==> src/rtl/pipe_pkg.sv <==
// Shared pipeline-stage definitions: default stage widths, the IF/ID payload
// layout and the constant driven onto a bubble.
package pipe_pkg;

  localparam int INST_ADDR_W = 32;
  localparam int INST_W      = 32;

  typedef struct packed {
    logic [INST_ADDR_W-1:0] pc;
    logic [INST_W-1:0]      inst;
  } if_id_payload_t;

  localparam int IF_ID_W = $bits(if_id_payload_t);

  localparam logic [IF_ID_W-1:0] ZERO_WORD = '0;

endpackage

==> src/rtl/pipe_stage_buf_if.sv <==
// Valid/ready handshake bundle around one pipeline-stage buffer: upstream
// side (in_*), downstream side (out_*) and the occupancy count.
interface pipe_stage_buf_if #(
  parameter int DATA_W = 64,
  parameter int DEPTH  = 2
);
  localparam int CNT_W = $clog2(DEPTH + 1);

  logic              in_valid;
  logic              in_ready;
  logic [DATA_W-1:0] in_data;
  logic              out_valid;
  logic              out_ready;
  logic [DATA_W-1:0] out_data;
  logic [CNT_W-1:0]  count;

  // slave = the stage buffer itself; master = the surrounding pipeline.
  modport slave (
    input  in_valid, in_data, out_ready,
    output in_ready, out_valid, out_data, count
  );

  modport master (
    output in_valid, in_data, out_ready,
    input  in_ready, out_valid, out_data, count
  );
endinterface

==> src/rtl/pipe_stage_buf.sv <==
// Buffered pipeline-stage register: DEPTH-entry in-order circular buffer
// with valid/ready on both sides, synchronous flush and optional zeroed bubbles.
module pipe_stage_buf
  import pipe_pkg::*;
#(
  parameter int DATA_W         = IF_ID_W,
  parameter int DEPTH          = 2,
  parameter int BYPASS_READY   = 0,
  parameter int ZERO_ON_BUBBLE = 1
) (
  input  logic             clk,
  input  logic             rst,
  input  logic             flush,
  pipe_stage_buf_if.slave  bus
);

  localparam int CNT_W = $clog2(DEPTH + 1);
  localparam int PTR_W = (DEPTH > 1) ? $clog2(DEPTH) : 1;

  if (DEPTH < 1) begin : g_depth_chk
    $error("pipe_stage_buf: DEPTH must be >= 1");
  end

  logic [DATA_W-1:0] mem [DEPTH];
  logic [PTR_W-1:0]  rd_ptr;
  logic [PTR_W-1:0]  wr_ptr;
  logic [CNT_W-1:0]  cnt;
  logic              full;
  logic              empty;
  logic              push;
  logic              pop;

  // Explicit compare so non-power-of-2 depths wrap correctly.
  function automatic logic [PTR_W-1:0] next_ptr(input logic [PTR_W-1:0] p);
    return (p == PTR_W'(DEPTH - 1)) ? '0 : p + 1'b1;
  endfunction

  assign full  = (cnt == CNT_W'(DEPTH));
  assign empty = (cnt == '0);

  // With BYPASS_READY a full buffer still accepts when the head leaves this cycle.
  assign bus.in_ready  = !full || ((BYPASS_READY != 0) && bus.out_ready);
  assign bus.out_valid = !empty;
  assign bus.count     = cnt;

  assign push = bus.in_valid && bus.in_ready;
  assign pop  = bus.out_valid && bus.out_ready;

  always_ff @(posedge clk) begin
    // NOTE: rst and flush take priority over any handshake in the same cycle.
    if (rst || flush) begin
      rd_ptr <= '0;
      wr_ptr <= '0;
      cnt    <= '0;
    end else begin
      if (push) wr_ptr <= next_ptr(wr_ptr);
      if (pop)  rd_ptr <= next_ptr(rd_ptr);
      cnt <= cnt + CNT_W'(push) - CNT_W'(pop);
    end
  end

  // NOTE: payload storage is deliberately not reset; validity lives in cnt alone.
  always_ff @(posedge clk) begin
    if (!rst && !flush && push) mem[wr_ptr] <= bus.in_data;
  end

  assign bus.out_data = ((ZERO_ON_BUBBLE != 0) && empty) ? DATA_W'(ZERO_WORD)
                                                         : mem[rd_ptr];

  a_count_bound : assert property (@(posedge clk) disable iff (rst)
    cnt <= CNT_W'(DEPTH));

  a_push_needs_ready : assert property (@(posedge clk) disable iff (rst)
    push |-> bus.in_ready);

endmodule

==> src/flat_wrapper.sv <==
// flat-port wrapper written by rule: the top's interface ports become plain ports
module pipe_stage_buf_flat import pipe_pkg::*;
#(
  parameter int DATA_W         = IF_ID_W,
  parameter int DEPTH          = 2,
  parameter int BYPASS_READY   = 0,
  parameter int ZERO_ON_BUBBLE = 1
)
  (clk, rst, flush, bus_in_valid, bus_in_data, bus_out_ready, bus_in_ready, bus_out_valid, bus_out_data, bus_count);
  pipe_stage_buf_if #(.DATA_W(DATA_W), .DEPTH(DEPTH)) bus_i ();
  input  logic clk;
  input  logic rst;
  input  logic flush;
  input wire logic [$bits(bus_i.in_valid)-1:0] bus_in_valid;
  input wire logic [$bits(bus_i.in_data)-1:0] bus_in_data;
  input wire logic [$bits(bus_i.out_ready)-1:0] bus_out_ready;
  output wire logic [$bits(bus_i.in_ready)-1:0] bus_in_ready;
  output wire logic [$bits(bus_i.out_valid)-1:0] bus_out_valid;
  output wire logic [$bits(bus_i.out_data)-1:0] bus_out_data;
  output wire logic [$bits(bus_i.count)-1:0] bus_count;
  assign bus_i.in_valid = bus_in_valid;
  assign bus_i.in_data = bus_in_data;
  assign bus_i.out_ready = bus_out_ready;
  assign bus_in_ready = bus_i.in_ready;
  assign bus_out_valid = bus_i.out_valid;
  assign bus_out_data = bus_i.out_data;
  assign bus_count = bus_i.count;
  pipe_stage_buf #(.DATA_W(DATA_W), .DEPTH(DEPTH), .BYPASS_READY(BYPASS_READY), .ZERO_ON_BUBBLE(ZERO_ON_BUBBLE)) u_core (.clk(clk), .rst(rst), .flush(flush), .bus(bus_i));
endmodule
==> config.mk <==
export PLATFORM = sky130hd
export DESIGN_NAME = pipe_stage_buf_flat
export DESIGN_NICKNAME = d
export VERILOG_FILES = /design/src/rtl/pipe_pkg.sv /design/src/rtl/pipe_stage_buf_if.sv /design/src/rtl/pipe_stage_buf.sv /design/src/flat_wrapper.sv
export SDC_FILE = /design/constraint.sdc
export NUM_CORES = 1
export LEC_CHECK = 0
export ABC_AREA = 1
export CORE_MARGIN = 2
export CORE_UTILIZATION = 40
export DETAILED_ROUTE_END_ITERATION = 8
export GPL_TIMING_DRIVEN = 0
export PLACE_DENSITY = 0.77
export REMOVE_ABC_BUFFERS = 1
export SETUP_SLACK_MARGIN = 0.1
export SYNTH_ARGS = -nofsm -noshare
export SYNTH_HDL_FRONTEND = slang
export SYNTH_SLANG_ARGS = --single-unit
==> constraint.sdc <==
create_clock -name clk -period 9.4 [get_ports clk]
set_clock_uncertainty 0.05 [all_clocks]
set_input_delay 1.41 -clock clk [delete_from_list [all_inputs] [get_ports clk]]
set_output_delay 1.41 -clock clk [all_outputs]
set_load 0.01 [all_outputs]
Yosys cells after proc, flatten, opt, wreduce, memory -nomap -nowiden
Memory sizes are Yosys's and may differ from the RTL's. A register that Yosys moved wholly into a read port is not among the register bits.
Index checks and enable logic that the tools add are counted.
{"block": "totals", "reg_bits": 4, "latchBits": 0, "ram_bits": 128, "rom_bits": 0, "in_bits": 69, "out_inout_bits": 68, "elab_cells": 26, "memories": 1}
{"block": "op_classes", "addsub": 4, "n_mul": 0, "n_div": 0, "n_lt_le_gt_ge": 0, "eq_ne": 1, "n_shift": 0, "muxes": 7, "bitwise": 0, "reduce_logical": 10}
{"name": "u_core.mem", "depth": 2, "word_bits": 64, "read_ports": 1, "rd_ports_with_merged_regs": 1, "write_ports": 1, "line": "pipe_stage_buf.sv:24", "rtl": "logic [DATA_W-1:0] mem [DEPTH];"}
{"op": "$mux W64", "n": 1}
{"op": "$mux W1", "n": 6}
{"op": "$logic_and A1 B1 Y1", "n": 4}
{"op": "$logic_not A1 Y1", "n": 4}
{"op": "$add A1 B1 Y1 const B", "n": 2}
{"op": "$add A2 B1 Y2", "n": 1}
{"op": "$eq A2 B2 Y1 const B", "n": 1}
{"op": "$logic_not A2 Y1", "n": 1}
{"op": "$sub A2 B1 Y2", "n": 1}
{"op": "$logic_or A1 B1 Y1", "n": 1}

Depth between registers and ports, before layout
Gate-level depths: netlist of the first run.
{"block": "logic_depth", "word_depth": 6, "ltp_mapped": 9, "depth_no_buf": 9}

Worst setup path after synthesis of the first run
No wires, ideal clock.
{"block": "synth_timing", "path_type": "input -> register", "from": "input port flush", "to": "memory u_core.mem[1][0] (enable)", "setup_ns": 0.565, "t_arrival_ns": 6.112, "required_time_ns": 8.785, "setup_slack_ns": 2.673, "path_stages": 3, "path_buffers": 0, "cell_sequence": "nor2_1 inv_1 nor3_1"}
{"block": "synth_via", "elab_chain_cells": 5}
{"element": "start: declaration", "line": "flat_wrapper.sv:13", "rtl": "input logic flush;"}
{"element": "$logic_not A1 Y1", "line": "pipe_stage_buf.sv:64", "rtl": "if (!rst && !flush && push) mem[wr_ptr] <= bus.in_data;"}
{"element": "$logic_and A1 B1 Y1 (2 in a row)", "line": "pipe_stage_buf.sv:64"}
{"element": "$mux W1", "line": "pipe_stage_buf.sv:64"}
{"element": "$mux W1 (not written as such)", "line": "pipe_stage_buf.sv:64"}
{"element": "end: declaration", "line": "pipe_stage_buf.sv:24"}
Every way passes these cells.

==> impl_metrics.toml, run 1 <==
[logic_synthesis]
synth_most_common_cell = "nand2_1"
synth-compound-area-share_pct = 8.65
netlist.area_leader.share_pct = 74.4
yosysSeqAreaShare_pct = 76.4
synth-adder-area-share_pct = 0.242
synthMuxAreaShare_pct = 0
synth.avg_cell_area_um2 = 13.6
synthCells = 380
synth_edf_count = 128
synth_ff_type = "edfxtp_1"
yosys_register_bits = 133
synthArstFlopShare_pct = 0
synth_simple_gate_area_share_pct = 11.1
synth_top_family_by_area = "simple AND/OR/NAND/NOR gates"
synth_xor_xnor_area_share_pct = 0
synth_area_um2 = 5160
synth_top_area_cell = "edfxtp_1"
synth_area_leaders = "edfxtp_1 (74%), nand2_1 (10%), a21oi_2 (5.3%), a21oi_1 (3.3%), dfxtp_1 (1.9%)"
synth_cell_types = 17
ys_warn_count = 0
synth_common_cells = "nand2_1 (139), edfxtp_1 (128), a21oi_1 (34), a21oi_2 (31)"

[clocking]
postCtsSetupRepairBufs = 0
cts_made_buffers = 17
clock_latency_ns = 0.40
cts_buffer_depth = 2
postCtsHoldBufs = 0
ctsResizeCount = 0
htreeDepth = 4
clk_pin_slew_ns = 0.05
root_buffer = "clkbuf_16"
clock_sinks = 133
tritoncts = "done"

[final_layout]
area_growth_pct = 43.5
layout.nets = 596
ff_latch_area_um2 = 3950
fin_util_pct = 58.7
final_area_um2 = 7410
multiInputGateArea_um2 = 1050
drive_gt1_share_pct = 14.0
fillers = 1019
final_cells = 709
diodes = 0

[floorplanning]
die_w_um = 118
die_area_um2 = 13800
fp.dieH_um = 118
ioPinCount = 137
initial_core_util_pct = 40.9
design.core.area_um2 = 12600
row_count = 41

[routing]
firstDrtPassIters = 4
vias = 3412
detail-route-antenna-nets = 0
drc = 0
totalWireLength_um = 10800
via_per_inst = 4.81
drt_iter0_drc = 177
wl_per_cell_um = 15.2

[global_route]
grt_overflow = 0
antenna_found_initial = 0
grt_usage_pct = 16.0
first_global_vias = 3506
grt_max_degree = 65
grt_pass1_wl_um = 17400

[sta]
max-slew-margin-rel_pct = 24.1
worstMarginPinSlew_ns = 1.14
max_freq_mhz = 236
rsz0062_at_grt = "no"
fin_ws_ns = 5.15
period_needed_ns = 4.25
tns_ns = 0
period_share_pct = 45.2
setup_viol = 0
finalMaxSlewViolations = 0
final-hold-violation-count = 0

[power_and_ir_drop]
powerDensity_nw_per_um2 = 203
ir_drop_mv = 0.102
combPwrFrac_pct = 8.8
p_int_w = 0.00120
p_sw_w = 0.000302
p_leak_nw = 2.55
switching_share_pct = 20.1
power_frac_clock_pct = 46.8
seq_power_share_pct = 44.4

[worst_setup_path]
cp.required_ns = 7.94
crit_fanout = 64
cp-end-kind = "output pin"
arrival_ns = 2.79
crit_type = "flip-flop to output pin"
cp-start-kind = "flip-flop"

[worst_hold_path]
hold_path.class = "flip-flop to flip-flop"

[placement]
port_buffers = 136
hpwlAfterDp_um = 6920
dpl-instance-area_um2 = 6780
place_ws_ns = 5.54
routabilityCongestion = 0.725
dp.cells = 679

[run]
drv_cap = 0

[status]
status = "complete, no violations"
-- final cells by class --
type | count | share of cell area (%)
well taps | 172 | 2.90
inverters | 9 | 0.456
multi-input cells | 218 | 14.2
clock buffers | 17 | 5.74
flip-flops and latches | 133 | 53.2
clock inverters | 13 | 2.80
repair buffers | 147 | 20.7
-- sequential cells by signal (all words and copies together), names as in the netlist, named ones only --
register,flops
u_core.mem,128
u_core.bus.count,2
u_core.rd_ptr,1
u_core.wr_ptr,1
-- critical path: stages (launching register included) --
cell and delay, ns:
dfxtp_2 0.50, inv_2 0.88, nand2_1 0.18, a21oi_2 0.20, clkdlybuf4s50_1 0.55
-- metrics by stage --
| stage | hold WS (ns) | power [W] |
|---|---|---|
| final | 0.464 | 0.00150 |
| after CTS | 0.461 | 0.00152 |
| after global placement | 0.418 | 0.000807 |
| after floorplan | 0.403 | 0.000728 |
| after detailed placement | 0.445 | 0.000813 |
| after global routing | 0.518 | 0.00156 |
-- layer usage --
layer	routed length, um	global-route usage, %
met5	0	0
met4	138	6.25
met3	471	3.83
met2	5570	27.3
met1	4590	19.7
-- power by group through the flow --
| stage | Sequential, W | Combinational, W | Clock [W] |
|---|---|---|---|
| after detailed placement | 0.000680 | 0.000133 | 0 |
| final | 0.000668 | 0.000132 | 0.000703 |
| after global routing | 0.000669 | 0.000142 | 0.000745 |
| after CTS | 0.000668 | 0.000134 | 0.000717 |
| after floorplan | 0.000681 | 0.0000464 | 0 |
| after global placement | 0.000683 | 0.000124 | 0 |
-- logic make-up after synthesis --
logic type | after synthesis
adders and majority gates | 1
and+or+nand+nor | 151
buffers and inverters | 29
DFF | 133
AOI/OAI and AO/OA | 66
-- cell usage in the layout, fill, tap and decap left out, types with 3 or more instances in the layout --
master	instances
nand2_1	139
clkdlybuf4s50_1	136
edfxtp_1	128
a21oi_1	34
a21oi_2	31
clkbuf_16	17
inv_1	8
nor2_1	7
bufinv_16	5
buf_6	5
buf_12	4
dfxtp_1	4
clkinv_4	3
-- final timing paths --
check,cells after the start,slack (ns),startpoint,to
hold reg to reg,2,0.46,u_core.rd_ptr,u_core.rd_ptr
setup reg to reg,7,7.18,u_core.bus.count[0],u_core.mem[1][20]
setup / recovery,4,5.15,flip-flop,bus_out_data[29]
hold / removal,2,0.46,u_core.rd_ptr,u_core.rd_ptr
No activity file was read; power rests on OpenSTA's default activity.
==> run 2: changes to the inputs <==
- PLACE_DENSITY: 0.77 -> 0.8
- clock period: 9.4 -> 3.62 ns (I/O delays scaled with it)
==> impl_metrics.toml, run 2 (synthesis gave the netlist of run 1 again) <==
[final_layout]
area_growth_pct = 43.4
layout.nets = 595
ff_latch_area_um2 = 3950
final_common_cell = "nand2_1"
diodes = 0
final_area_um2 = 7410
fin_util_pct = 58.7
fillers = 1029
largest_register = "u_core.mem"
most-common-layout-cells = "nand2_1 (139), clkdlybuf4s50_1 (136), edfxtp_1 (128)"
largest_reg_flops = 128
multiInputGateArea_um2 = 1050
drive_gt1_share_pct = 14.5

[routing]
detail-route-antenna-nets = 0
wl_per_cell_um = 15.4
drc = 0
vias = 3384
drt_iter0_drc = 217
firstDrtPassIters = 5
via_per_inst = 4.77
totalWireLength_um = 10900

[power_and_ir_drop]
ir_drop_mv = 0.336
p_leak_nw = 2.55
powerDensity_nw_per_um2 = 528

[sta]
whs_ns = 0.450
period_share_pct = 88.9
setup_viol = 0
fin_ws_ns = 0.400
rsz0062_at_grt = "no"
max_freq_mhz = 311
period_needed_ns = 3.22
max-slew-margin-rel_pct = 31.6
final-hold-violation-count = 0
worstMarginPinSlew_ns = 1.02
finalMaxSlewViolations = 0

[worst_hold_path]
hold_path.class = "flip-flop to flip-flop"

[clocking]
postCtsHoldBufs = 0
cts_made_buffers = 17
cts_buffer_depth = 2
clock_latency_ns = 0.41
htreeDepth = 4
clk_pin_slew_ns = 0.06
postCtsSetupRepairBufs = 0
clock_sinks = 133
root_buffer = "clkbuf_16"
tritoncts = "done"

[placement]
routabilityCongestion = 0.731
dpl-instance-area_um2 = 6770
place_ws_ns = 0.381
hpwlAfterDp_um = 7040
port_buffers = 136

[worst_setup_path]
arrival_ns = 2.63
crit_type = "flip-flop to output pin"
crit_fanout = 64
cp-start-kind = "flip-flop"
cp.required_ns = 3.03
cp-end-kind = "output pin"

[global_route]
grt_overflow = 0
first_global_vias = 3604
grt_pass1_wl_um = 17700
grt_usage_pct = 16.6
grt_max_degree = 65
antenna_found_initial = 0

[floorplanning]
die_w_um = 118
ioPinCount = 137
die_area_um2 = 13800
design.core.area_um2 = 12600
initial_core_util_pct = 40.9
fp.dieH_um = 118
row_count = 41

[status]
status = "complete, no violations"

[run]
drv_cap = 0
-- run 2: cell count changes in the layout (fill, tap and decap cells not counted), sizes merged --
cell,delta
buf,-1
inv,-1
clkinvlp,+1
clkinv,+2
-- run 2: area by class of cell --
type                       count  share of cell area (%)
multi-input combinational    218                    14.2
tap                          172                    2.90
sequential                   133                    53.3
inverter                       9                   0.490
clock inverter                15                    2.85
clock buffer                  17                    5.74
timing repair buffer         146                    20.6
-- run 2: routing by layer --
metal	GRT usage [%]	part of all wire, %	routed length, um	vias to the layer above
li1	-	-	-	1629
met1	19.0	41	4490	1632
met2	28.2	51	5600	106
met3	4.80	5.3	579	17
met4	8.36	2.2	239	0
met5	0	0	0	-
-- run 2: stage by stage --
stage	power, W	TNS, ns	instances
final	0.00391	0	710
after global routing	0.00403	0	710
after CTS	0.00394	0	710
after detailed placement	0.00211	0	678
after global placement	0.00210	-574.93	668
after floorplan	0.00189	-175.65	360
-- run 2: path summary, 6_finish.rpt --
kind	from	to	slack, ns	cells past startpoint
worst min-delay path	u_core.rd_ptr	u_core.rd_ptr	0.45	2
worst max register to register	u_core.bus.count[0]	u_core.mem[1][2]	1.07	7
worst min register to register	u_core.rd_ptr	u_core.rd_ptr	0.45	2
worst max-delay path	flip-flop	bus_out_data[24]	0.40	5
-- run 2: power by group --
part	internal, W	switching, W
Sequential	0.00172	0.0000124
Combinational	0.000184	0.000159
Clock	0.00121	0.000622
Total	0.00312	0.000793
-- run 2: repair_timing --
action,4_1_cts,5_1_grt
hold endpoints to repair,0,0
setup endpoints to repair,64,0
gates resized for setup,1,0
-- run 2: critical path, cell delays in order, from the launching register on --
cell	delay, ns
dfxtp_2	0.53
buf_12	0.28
inv_4	0.51
nand2_1	0.15
a21oi_2	0.17
clkdlybuf4s50_1	0.56
